==> config.mk <==
export PLATFORM = sky130hd
export DESIGN_NAME = expr_tx
export DESIGN_NICKNAME = d
export VERILOG_FILES = /design/src/rtl/expr_pkg.sv /design/src/rtl/expr_char_enc.sv /design/src/rtl/expr_tx.sv
export SDC_FILE = /design/constraint.sdc
export NUM_CORES = 1
export LEC_CHECK = 0
export CAP_MARGIN = 20
export CELL_PAD_IN_SITES_DETAIL_PLACEMENT = 0
export CELL_PAD_IN_SITES_GLOBAL_PLACEMENT = 1
export CORE_MARGIN = 1
export CORE_UTILIZATION = 42
export CTS_BUF_LIST = sky130_fd_sc_hd__clkbuf_16
export CTS_CLUSTER_DIAMETER = 200
export DETAILED_ROUTE_END_ITERATION = 8
export GPL_TIMING_DRIVEN = 0
export PLACE_DENSITY_LB_ADDON = 0.1
export SYNTH_ARGS = -nofsm -noshare
export SYNTH_HDL_FRONTEND = slang
export SYNTH_SLANG_ARGS = --single-unit
==> constraint.sdc <==
create_clock -name clk -period 4.44 [get_ports clk]
set_clock_uncertainty 0.1 [all_clocks]
set_input_delay 1.332 -clock clk [delete_from_list [all_inputs] [get_ports clk]]
set_output_delay 1.332 -clock clk [all_outputs]
set_load 0.01 [all_outputs]
==> src/rtl/expr_pkg.sv <==
// Shared constants for the expression character stream: ASCII codes,
// operator codes and one-hot transmitter state encodings. The receiver's
// character classifier imports the same package.
package expr_pkg;

  localparam logic [7:0] CH_ZERO = 8'h30;
  localparam logic [7:0] CH_PLUS = 8'h2B;
  localparam logic [7:0] CH_STAR = 8'h2A;

  localparam logic OP_ADD = 1'b0;
  localparam logic OP_MUL = 1'b1;

  localparam int unsigned ST_W = 4;
  localparam logic [ST_W-1:0] ST_IDLE  = 4'b0001;
  localparam logic [ST_W-1:0] ST_DIGIT = 4'b0010;
  localparam logic [ST_W-1:0] ST_OP    = 4'b0100;
  localparam logic [ST_W-1:0] ST_FIN   = 4'b1000;

endpackage

==> src/rtl/expr_char_enc.sv <==
// Character encoder: maps a BCD digit or an operator code to ASCII.
module expr_char_enc
  import expr_pkg::*;
(
  input  logic       is_op_i,
  input  logic [3:0] digit_i,
  input  logic       op_i,
  output logic [7:0] char_o
);

  // Operators map to '+'/'*', digits to '0'..'9'.
  always_comb begin
    if (is_op_i) char_o = (op_i == OP_MUL) ? CH_STAR : CH_PLUS;
    else         char_o = CH_ZERO + 8'(digit_i);
  end

endmodule

==> src/rtl/expr_tx.sv <==
// Expression transmitter: serializes a latched expression `digit (op digit)*`
// as ASCII over a valid/ready channel.
// Optional evaluator enabled with macro EXPR_TX_EVAL_EN.
module expr_tx
  import expr_pkg::*;
#(
  parameter int unsigned MAX_TERMS = 8,
  parameter int unsigned RES_W     = 16
) (
  input  logic                   clk,
  input  logic                   clr,
  input  logic                   start,
  input  logic [3:0]             nterms,
  input  logic [4*MAX_TERMS-1:0] operands,
  input  logic [MAX_TERMS-2:0]   ops,
  output logic [7:0]             out_char,
  output logic                   out_valid,
  input  logic                   out_ready,
  output logic                   busy,
  output logic                   done,
  output logic                   err,
  output logic [RES_W-1:0]       result
);

  localparam logic [3:0] MAX_N = 4'(MAX_TERMS);

  logic [ST_W-1:0]  state_q, state_d;
  logic [3:0]       idx_q, idx_d;
  logic [3:0]       nterms_q, nterms_d;
  logic [15:0][3:0] opnd_q, opnd_d;
  logic [15:0]      ops_q, ops_d;
  logic [7:0]       out_char_q, out_char_d;
  logic             out_valid_q, out_valid_d;
  logic             busy_q, busy_d;
  logic             done_q, done_d;
  logic             err_q, err_d;

  logic       reject_c, accept_c, xfer_c, last_c;
  logic [7:0] enc_char_c;

  // Request validation against the live inputs.
  always_comb begin
    reject_c = (nterms == 4'd0) || (nterms > MAX_N);
    for (int i = 0; i < int'(MAX_TERMS); i++) begin
      if ((4'(i) < nterms) && (operands[4*i +: 4] > 4'd9)) reject_c = 1'b1;
    end
  end

  assign accept_c = (state_q == ST_IDLE) && start && !reject_c;
  assign xfer_c   = out_valid_q && out_ready;
  assign last_c   = (idx_q == (nterms_q - 4'd1));

  // Next-state, latch and registered-output logic.
  always_comb begin
    state_d  = state_q;
    idx_d    = idx_q;
    nterms_d = nterms_q;
    opnd_d   = opnd_q;
    ops_d    = ops_q;
    err_d    = 1'b0;
    case (state_q)
      ST_IDLE: begin
        if (start) begin
          if (reject_c) begin
            err_d = 1'b1;
          end else begin
            nterms_d = nterms;
            opnd_d   = 64'(operands);
            ops_d    = 16'(ops);
            idx_d    = 4'd0;
            state_d  = ST_DIGIT;
          end
        end
      end
      ST_DIGIT: if (xfer_c) state_d = last_c ? ST_FIN : ST_OP;
      ST_OP: begin
        if (xfer_c) begin
          idx_d   = idx_q + 4'd1;
          state_d = ST_DIGIT;
        end
      end
      ST_FIN:  state_d = ST_IDLE;
      default: state_d = ST_IDLE;
    endcase
    out_valid_d = (state_d == ST_DIGIT) || (state_d == ST_OP);
    busy_d      = out_valid_d;
    done_d      = (state_d == ST_FIN);
    out_char_d  = out_valid_d ? enc_char_c : 8'h00;
  end

  expr_char_enc u_enc (
    .is_op_i (state_d == ST_OP),
    .digit_i (opnd_d[idx_d]),
    .op_i    (ops_d[idx_d]),
    .char_o  (enc_char_c)
  );

  // State and output registers.
  always_ff @(posedge clk or posedge clr) begin
    if (clr) begin
      state_q     <= ST_IDLE;
      idx_q       <= '0;
      nterms_q    <= '0;
      opnd_q      <= '0;
      ops_q       <= '0;
      out_char_q  <= 8'h00;
      out_valid_q <= 1'b0;
      busy_q      <= 1'b0;
      done_q      <= 1'b0;
      err_q       <= 1'b0;
    end else begin
      state_q     <= state_d;
      idx_q       <= idx_d;
      nterms_q    <= nterms_d;
      opnd_q      <= opnd_d;
      ops_q       <= ops_d;
      out_char_q  <= out_char_d;
      out_valid_q <= out_valid_d;
      busy_q      <= busy_d;
      done_q      <= done_d;
      err_q       <= err_d;
    end
  end

  assign out_char  = out_char_q;
  assign out_valid = out_valid_q;
  assign busy      = busy_q;
  assign done      = done_q;
  assign err       = err_q;

`ifdef EXPR_TX_EVAL_EN
  logic [RES_W-1:0] sum_q, sum_d, prod_q, prod_d, res_q, res_d;
  logic             mul_q, mul_d;

  // Evaluator: prod collects the current product term, sum the finished terms.
  always_comb begin
    sum_d  = sum_q;
    prod_d = prod_q;
    res_d  = res_q;
    mul_d  = mul_q;
    if (accept_c) begin
      sum_d  = '0;
      prod_d = '0;
      res_d  = '0;
      mul_d  = 1'b0;
    end
    if ((state_q == ST_DIGIT) && xfer_c) begin
      prod_d = mul_q ? prod_q * RES_W'(opnd_q[idx_q]) : RES_W'(opnd_q[idx_q]);
      if (last_c) res_d = sum_q + prod_d;
    end
    if ((state_q == ST_OP) && xfer_c) begin
      if (ops_q[idx_q] == OP_MUL) begin
        mul_d = 1'b1;
      end else begin
        sum_d = sum_q + prod_q;
        mul_d = 1'b0;
      end
    end
  end

  // Evaluator registers.
  always_ff @(posedge clk or posedge clr) begin
    if (clr) begin
      sum_q  <= '0;
      prod_q <= '0;
      res_q  <= '0;
      mul_q  <= 1'b0;
    end else begin
      sum_q  <= sum_d;
      prod_q <= prod_d;
      res_q  <= res_d;
      mul_q  <= mul_d;
    end
  end

  assign result = res_q;
`else
  assign result = '0;
`endif

endmodule

---- Word level (Yosys, flattened, before mapping) ----
Index checks and enable logic that the tools add are counted.
storage, ports and cells
  memories kept ........................... 0
  word-level logic and storage cells ...... 100
  register bits ........................... 103
  bits in read-only memories .............. 0
  input bits .............................. 47
  memory bits (writable) .................. 0
  latch bits .............................. 0
cells by class
  equality and inequality tests ........... 7
  $lt $le $gt $ge ......................... 18
  divide/modulo/power cells ............... 0
  mux-type cells .......................... 34
  $mul .................................... 0
  add/sub/neg operators ................... 3
  reductions and logical operators ........ 13
  shifts and indexed selects .............. 0
  bitwise gates (word level) .............. 1
operators by type and width
  kind                   number
  $mux W64               3
  $mux W16               3
  $gt A4 B4 Y1 const B   9
  $mux W4                9
  $bmux W4 S4            1
  $lt A3 B4 Y1 const A   4
  $mux W1                13
  $pmux W4 S3            1
  $logic_and A1 B1 Y1    9
  $eq A4 B2 Y1 const B   2
  $eq A4 B3 Y1 const B   2
  $lt A1 B4 Y1 const A   2
  $lt A2 B4 Y1 const A   2
  $mux W8                1
  $pmux W4 S2            1
  $add A6 B4 Y7 const A  1
  $mux W7                1
  $lt A4 B5 Y1 const B   1
  $add A4 B1 Y4 const B  1
  $bmux W1 S4            1
  $eq A4 B1 Y1 const B   1
  $eq A4 B4 Y1           1
  $eq A4 B4 Y1 const B   1
  $logic_not A4 Y1       1
  other kinds (4)        5

---- Logic depth before layout (Yosys ltp) ----
Gate-level depths: netlist of run 1.
  word-level depth ........................ 18
  mapped depth ............................ 12
  depth with buffers taken out ............ 10

---- Hierarchy ----
A second synthesis of run 1 with hierarchy kept.
unflattened totals
  cells, all modules ...................... 408
  area, all modules ....................... 4,968.5 um2
modules (own cells, without submodules)
  module         area an instance (um2)  times used  cells each
  expr_tx        4,901.0                 1           397
  expr_char_enc  67.6                    1           11

---- Worst setup path after synthesis of run 1 ----
Ideal clock, no wire load.
  kind .................................... in2reg
  start point ............................. input port start
  end point ............................... register out_char_q[0] (netlist: out_char[0])
  arrival time ............................ 3,104 ps
  stages on the path ...................... 9
  required time ........................... 4,207 ps
  slack ................................... 1,103 ps
  cells stage by stage .................... nand2_1 > or4_4 > nor4_4 > o21ai_2 > buf_2 > o31a_1 > a32o_1 > a21oi_1 > o211ai_1
on the way
  cells in the longest elaborated chain, start to end .. 7
  elaborated cells between the ends (all ways) .. 19
  those cells by class .................... 1 x add/sub; 2 x eq/ne; 15 x mux; 1 x reduce/logical
RTL lines
  item                                                      line                                      RTL
  from (decl)                                               expr_tx.sv:12                             input logic start,
  $mux W4, or another cell as far along                     expr_tx.sv:63                             if (start) begin
  $pmux W4 S2, or another cell as far along                 expr_tx.sv:61                             case (state_q)
  $bmux W4 S4 or $bmux W1 S4 (tied branches)                expr_tx.sv:93, expr_tx.sv:94
  $mux W4 (implied by the code) or $mux W1 (tied branches)  expr_tx.sv:93, expr_tx.sv:94
  $add A6 B4 Y7 or $mux W1 (tied branches)                  expr_char_enc.sv:14, expr_char_enc.sv:13
  $mux W7                                                   expr_char_enc.sv:13                       if (is_op_i) char_o = (op_i == OP_MUL) ? CH_STAR : CH_PLUS;
  $mux W8 (*)                                               expr_tx.sv:88                             out_char_d = out_valid_d ? enc_char_c : 8'h00;
  via out_char_d[0]                                         expr_tx.sv:32                             logic [7:0] out_char_q, out_char_d;
  to (signal assigned)                                      expr_tx.sv:117                            out_char_q <= out_char_d;
  to (decl)                                                 expr_tx.sv:32
The timed path passes the listed nets; every way through them passes the cells marked *. The select of a mux whose other input is x is not followed.
A chain may end at the register's enable or synchronous reset.

---- Worst setup path after layout of run 1 ----
  start point ............................. input port operands[17]
  end point ............................... register out_char_q[4] (netlist: out_char[4])
on the way
  cells in the longest elaborated chain, start to end .. 14
  elaborated cells between the ends (all ways) .. 23
  those cells by class .................... 1 x add/sub; 1 x order compare; 2 x eq/ne; 17 x mux; 2 x reduce/logical
RTL lines
  item                                     line                 RTL
  from (decl)                              expr_tx.sv:14        input logic [4*MAX_TERMS-1:0] operands,
  $gt A4 B4 Y1                             expr_tx.sv:45        if ((4'(i) < nterms) && (operands[4*i +: 4] > 4'd9)) reject_c = 1'b1;
  $logic_and A1 B1 Y1                      expr_tx.sv:45
  $mux W1 (4 in a row)                     expr_tx.sv:45
  $mux W4 or $mux W64 (tied branches)      expr_tx.sv:64        if (reject_c) begin
  $mux W4 or $mux W64 (tied branches)      expr_tx.sv:63
  $pmux W4 S2 or $mux W64 (tied branches)  expr_tx.sv:61
  $bmux W4 S4                              expr_tx.sv:93        .digit_i (opnd_d[idx_d]),
  $mux W4 (implied by the code)            expr_tx.sv:93
  $add A6 B4 Y7                            expr_char_enc.sv:14  else char_o = CH_ZERO + 8'(digit_i);
  $mux W7                                  expr_char_enc.sv:13
  $mux W8 (*)                              expr_tx.sv:88
  via out_char_d[4]                        expr_tx.sv:32
Marked as above.

==> flow_summary.yaml, run 1 <==
sta:
  min_period_over_period: 0.960
  drv_slew: 0
  tightest_slew_ns: 0.891
  setup_viol: 0
  finalHoldViolations: 0
  fmaxAchievable_mhz: 235
  fin_tns_setup_ns: 0
  relSlewSlack: 0.401
  period_minus_slack_ns: 4.26
  whs_ns: 0.366
  rsz0062_at_grt: "no"
synth:
  synthTopCellsByArea: "dfrtp_1 48%, nand2_1 12%, mux2i_1 6.2%"
  yosysTopAreaCell: "dfrtp_1"
  synth.most_common_cell: "nand2_1"
  synth_cell_types: 64
  ys_seq_area_frac: 0.487
  synth-seq-cells: 100
  postSynthCellCount: 560
  syn_area_per_cell_sq_um: 9.19
  synthFlopType: "dfrtp_1"
  synth_edf_count: 0
  synth_common_cells: "163 x nand2_1, 99 x dfrtp_1, 43 x and2_1"
  yosys_warnings: 0
  syn_area_sq_um: 5150
  synth_top_area_frac: 0.481
  synthArstFlopShare: 1.00
clocking:
  h-tree-depth: 3
  insertion_delay_ns: 0.35
  cts_resized: 0
  numCtsBuffers: 9
  cts_setup_buffers: 0
  cts_hold_buf: 0
  cts_buffer_depth: 2
  numClockSinks: 100
  cts_root_buffer: "clkbuf_16"
  clkTransAtPathRegs_ns: 0.07
  cts_tree: "built"
setup_path:
  r2r_slack_ns: 1.26
  crit_arrival_ns: 4.36
  rr_worst_depth: 8
  critPathMostFrequentCell: "clkbuf_1"
  r2r-start: "state_q[1]$_DFF_PP0_"
  reg2reg_to: "out_char[3]$_DFF_PP0_"
  worstPathRequired_ns: 4.53
  cpPeakStageDelay_ns: 0.54
  worst_setup_path_end_kind: "flip-flop"
  cp-start-kind: "input pin"
  slowest_stage: "clkdlybuf4s50_1"
  critical_path_class: "in2reg"
  crit_chain: "clkdlybuf4s50_1 > o21ai_0 > o2111ai_1 > nor3_1 > o21ai_2 > clkbuf_1 > clkbuf_1 > clkbuf_1 > o31ai_1"
  path_max_fanout: 10
placed_design:
  io_buffers: 56
  dp_hpwl_microns: 10300
  gp_congestion: 0.827
grt:
  antenna_found_initial: 0
  grt_max_degree: 56
  grt_pass1_wl_microns: 22500
  grt_use_total: 0.236
  grt-ovfl-total: 0
  grt_pass1_vias: 4134
pwr:
  irDropWorstVdd_mv: 0.228
  pwr-share-seq: 0.473
  leakage_nw: 3.01
  powerDensity_nw_per_um2: 370
  switching_power_mw: 0.682
  power_frac_comb: 0.213
  p_int_mw: 1.63
  p_clk_frac: 0.314
  swShare: 0.295
die:
  io_pins: 75
  initial_core_util: 0.430
  fp.dieH_microns: 113
  core_area_sq_um: 12000
  die_area_sq_um: 12700
  rows: 40
  die_w_microns: 113
layout:
  drive_gt1_frac: 0.106
  areaGrowthSynthToFinish_pct: 21.5
  diodes: 0
  fin_nets: 694
outcome:
  outcome: "finished clean"
route:
  drc: 0
  via_per_inst: 5.35
  ant_nets: 0
  drt_iter0_markers: 259
  dr.pass1.iters: 6
  wl_microns: 14200
  vias: 4257
  wl_per_cell_microns: 17.8
worst_hold_path:
  min_path_type: "reg2reg"
  hold_depth: 2
  whs_endpoint: "ops_q[1]$_DFF_PP0_"
  hp-start: "ops_q[1]$_DFF_PP0_"
flow_run:
  maxCapViolations: 0
sequential cells by signal, summed over array words and instances, names as in the netlist:
| signal | count |
|---|---|
| ops_q | 16 |
| state_q | 4 |
| err | 1 |
| idx_q | 4 |
| out_char | 6 |
| nterms_q | 4 |
| done | 1 |
| opnd_q | 64 |
logic make-up (layout without fill, tap and decap cells):
logic type / after synthesis / in the layout / share of synthesized area
AO/OA/AOI/OAI: 84 / 84 / 0.115
XOR/XNOR: 7 / 7 / 0.0119
adder cells (fa/ha/maj): 2 / 2 / 0.00486
buffers and inverters: 64 / 136 / 0.0698
flip-flops: 100 / 100 / 0.487
multiplexers: 35 / 35 / 0.0688
other: 1 / 18 / 0.000729
AND/OR/NAND/NOR: 267 / 267 / 0.243
worst max-delay path, delay by kind of cell:
family | cells | cell delay, ns
AO/OA/AOI/OAI | 4 | 0.96
buffers and inverters | 4 | 1.94
AND/OR/NAND/NOR | 1 | 0.12
final cells by class:
class | instances | area (sq um)
timing repair buffer | 57 | 588
clock inverter | 6 | 42.5
clock buffer | 9 | 225
sequential | 100 | 2500
inverter | 14 | 55.1
buffer | 50 | 307
tap | 147 | 184
fill | 1165 | 5710
multi-input combinational | 413 | 2350
how the worst max path moves through the flow:
| stage | from | to | slack (ns) | cells after the start |
|---|---|---|---|---|
| floorplan | clr | done$_DFF_PP0_ | 0.39 | 1 |
| global placement | clr | opnd_q[13]$_DFF_PP0_ | -1.14 | 2 |
| detailed placement | operands[17] | out_char[4]$_DFF_PP0_ | -0.14 | 9 |
| CTS | operands[17] | out_char[4]$_DFF_PP0_ | 0.23 | 9 |
| global route | nterms[3] | out_char[4]$_DFF_PP0_ | 0.02 | 9 |
| finish | operands[17] | out_char[4]$_DFF_PP0_ | 0.18 | 9 |
power by group through the flow:
stage                     sequential [mW]  clock (mW)  combinational (mW)
final                                1.09       0.726               0.493
after global routing                 1.11       0.786               0.546
after CTS                            1.09       0.745               0.495
after detailed placement             1.11           0               0.493
after global placement               1.11           0               0.476
after floorplan                      1.09           0               0.335
cell usage in the layout (no fill, tap or decap), types with 7 or more instances in the layout:
cell type and count:
clkdlybuf4s50_1 56, dfrtp_1 99, o22ai_1 9, buf_4 22, inv_1 12, buf_2 11, a21oi_1 7, conb_1 18
mux2i_1 32, nor3_1 12, clkbuf_1 14, clkbuf_16 9, nand2_1 163, o21ai_0 22, and2_1 43, nand3_1 8
nor2_1 13, a31oi_1 9
per-layer routing:
layer,vias to the layer above,global-route usage,wire [microns]
li1,2035,-,-
met2,107,0.384,6790
met4,0,0.0569,93
met3,8,0.0471,690
met1,2107,0.325,6590
met5,-,0,0
through the flow:
step,area [sq um],cells,utilization,setup WS (ns),total power [mW]
finish,6250,796,0.523,0.177,2.31
global route,6250,796,0.523,0.0200,2.44
CTS,6250,796,0.523,0.225,2.33
detailed placement,5980,781,0.500,-0.140,1.60
global placement,5950,780,0.498,-1.14,1.58
floorplan,5210,577,-,0.391,1.43
Note: power is estimated with default switching activity, not from simulation.
==> run 2: changes to the inputs <==
--- a/config.mk
+++ b/config.mk
@@ -14,7 +14,7 @@
 export CTS_CLUSTER_DIAMETER = 200
 export DETAILED_ROUTE_END_ITERATION = 8
 export GPL_TIMING_DRIVEN = 0
-export PLACE_DENSITY_LB_ADDON = 0.1
+export PLACE_DENSITY = 0.9
 export SYNTH_ARGS = -nofsm -noshare
 export SYNTH_HDL_FRONTEND = slang
 export SYNTH_SLANG_ARGS = --single-unit
==> run 2 against run 1 <==
  * Cell count is 0.13% higher
  * Die area stayed put
  * Total power is 4.0% higher
  * Utilization is 0.36 points higher
  * Register-to-register slack worse by 0.03 ns
  * Fmax is 1.2% higher
  * Design area is 0.68% higher
  * Routed wire length is 3.4% lower
  * Global-route usage is 1.2 points lower
  * Count of clock-buffer cells in the layout stayed put
  * Via count is 0.28% higher
  * Critical path type unchanged
  * Critical endpoint unchanged
==> flow_summary.yaml, run 2 (synthesized netlist as in run 1, its figures left out) <==
pwr:
  powerDensity_nw_per_um2: 382
  switching_power_mw: 0.707
  irDropWorstVdd_mv: 0.226
  p_int_mw: 1.70
  swShare: 0.294
  leakage_nw: 3.03
  total_power_mw: 2.41
  power_frac_comb: 0.204
  pwr-share-seq: 0.456
  p_clk_frac: 0.340
route:
  vias: 4269
  drt_iter0_markers: 336
  wl_microns: 13700
  via_per_inst: 5.36
  ant_nets: 0
  drc: 0
  dr.pass1.iters: 5
  wl_per_cell_microns: 17.2
clocking:
  insertion_delay_ns: 0.36
  cts_setup_buffers: 0
  cts_resized: 0
  h-tree-depth: 3
  cts_tree: "built"
  numCtsBuffers: 9
  cts_hold_buf: 0
  cts_root_buffer: "clkbuf_16"
  cts_buffer_depth: 2
  clkTransAtPathRegs_ns: 0.07
  numClockSinks: 100
layout:
  final_common_cell: "nand2_1"
  largest_reg_flops: 64
  regMostFlops: "opnd_q"
  final_cell_mix: "163 x nand2_1, 99 x dfrtp_1, 56 x clkdlybuf4s50_1, 43 x and2_1, 32 x mux2i_1"
  areaGrowthSynthToFinish_pct: 22.3
  drive_gt1_frac: 0.109
  fin_util: 0.526
  fin_nets: 694
  diodes: 0
  final_cell_area_sq_um: 6290
grt:
  grt_pass1_wl_microns: 21900
  met2_usage: 0.349
  grt_use_total: 0.224
  use_met3: 0.0525
  top_usage_layer: "met2"
  use_met1: 0.316
  grt_pass1_vias: 4181
  grt_max_degree: 70
  grt-ovfl-total: 0
  antenna_found_initial: 1
die:
  rows: 40
  die_area_sq_um: 12700
  die_w_microns: 113
  fp.dieH_microns: 113
  initial_core_util: 0.430
  core_area_sq_um: 12000
  io_pins: 75
setup_path:
  cpPeakStageDelay_ns: 0.63
  slowest_stage: "nor4_1"
  worstPathRequired_ns: 4.54
  crit_arrival_ns: 4.31
  path_max_fanout: 10
  critPathMostFrequentCell: "clkbuf_1"
  cp-start-kind: "input pin"
  worst_setup_path_end_kind: "flip-flop"
  cp_top_family: "buffers and inverters"
  critPathBufInv: 4
  crit_chain: "clkdlybuf4s50_1 > nor4_1 > nor4_4 > o21ai_2 > clkbuf_1 > clkbuf_1 > clkbuf_1 > o31ai_1"
  critical_path_class: "in2reg"
placed_design:
  gp_congestion: 0.931
  dp_hpwl_microns: 10000
  place_area_sq_um: 5980
  preCtsSetupSlack_ns: -0.0851
  io_buffers: 56
sta:
  setup_viol: 0
  finalHoldViolations: 0
  min_period_over_period: 0.949
  relSlewSlack: 0.480
  fmaxAchievable_mhz: 237
  rsz0062_at_grt: "no"
  finalWorstSetupSlack_ns: 0.227
  whs_ns: 0.365
  tightest_slew_ns: 0.774
  drv_slew: 0
  period_minus_slack_ns: 4.21
flow_run:
  maxCapViolations: 0
outcome:
  outcome: "finished clean"
worst_hold_path:
  min_path_type: "reg2reg"
-- run 2: cell count changes in the layout (fill, tap and decap cells not counted), sizes merged --
cell	previous run	this run
bufinv	0	1
-- run 2: worst min-delay path, delay by kind of cell (launching register included) --
| family | cells | cell delay [ns] |
|---|---|---|
| DFF | 1 | 0.34 |
| and+or+nand+nor | 2 | 0.10 |
-- run 2: routing by layer --
| metal | vias up | wire length [microns] |
|---|---|---|
| met5 | - | 0 |
| met4 | 0 | 182 |
| met3 | 15 | 973 |
| met2 | 156 | 6310 |
| met1 | 2066 | 6210 |
| li1 | 2032 | - |
-- run 2: final timing paths --
check,from,end,slack [ns],cells past startpoint
min reg2reg,ops_q[1]$_DFF_PP0_,ops_q[1]$_DFF_PP0_,0.36,2
max,nterms[3],out_char[4]$_DFF_PP0_,0.23,8
max in group asynchronous,clr,nterms_q[0]$_DFFE_PP0P_,2.31,3
max reg2reg,state_q[0]$_DFF_PP1_,out_char[1]$_DFF_PP0_,1.23,11
min,ops_q[1]$_DFF_PP0_,ops_q[1]$_DFF_PP0_,0.36,2
min in group asynchronous,clr,opnd_q[53]$_DFF_PP0_,1.24,2
-- run 2: through the flow --
step	TNS [ns]	instances
floorplan	0	577
global placement	-105.24	780
detailed placement	-0.264	781
CTS	0	797
global route	0	797
finish	0	797
-- run 2: area by class of cell --
| type | count | area (sq um) |
|---|---|---|
| Buffer | 50 | 307 |
| Clock buffer | 9 | 225 |
| Clock inverter | 7 | 85.1 |
| Fill cell | 1110 | 5670 |
| Inverter | 14 | 55.1 |
| Multi-Input combinational cell | 413 | 2350 |
| Sequential cell | 100 | 2500 |
| Tap cell | 147 | 184 |
| Timing Repair Buffer | 57 | 588 |
-- run 2: power by group through the flow --
stage	clock (mW)	combinational, mW	sequential (mW)
final	0.819	0.491	1.10
after global routing	0.862	0.544	1.11
after CTS	0.826	0.489	1.10
after detailed placement	0	0.486	1.11
after global placement	0	0.471	1.11
after floorplan	0	0.335	1.09
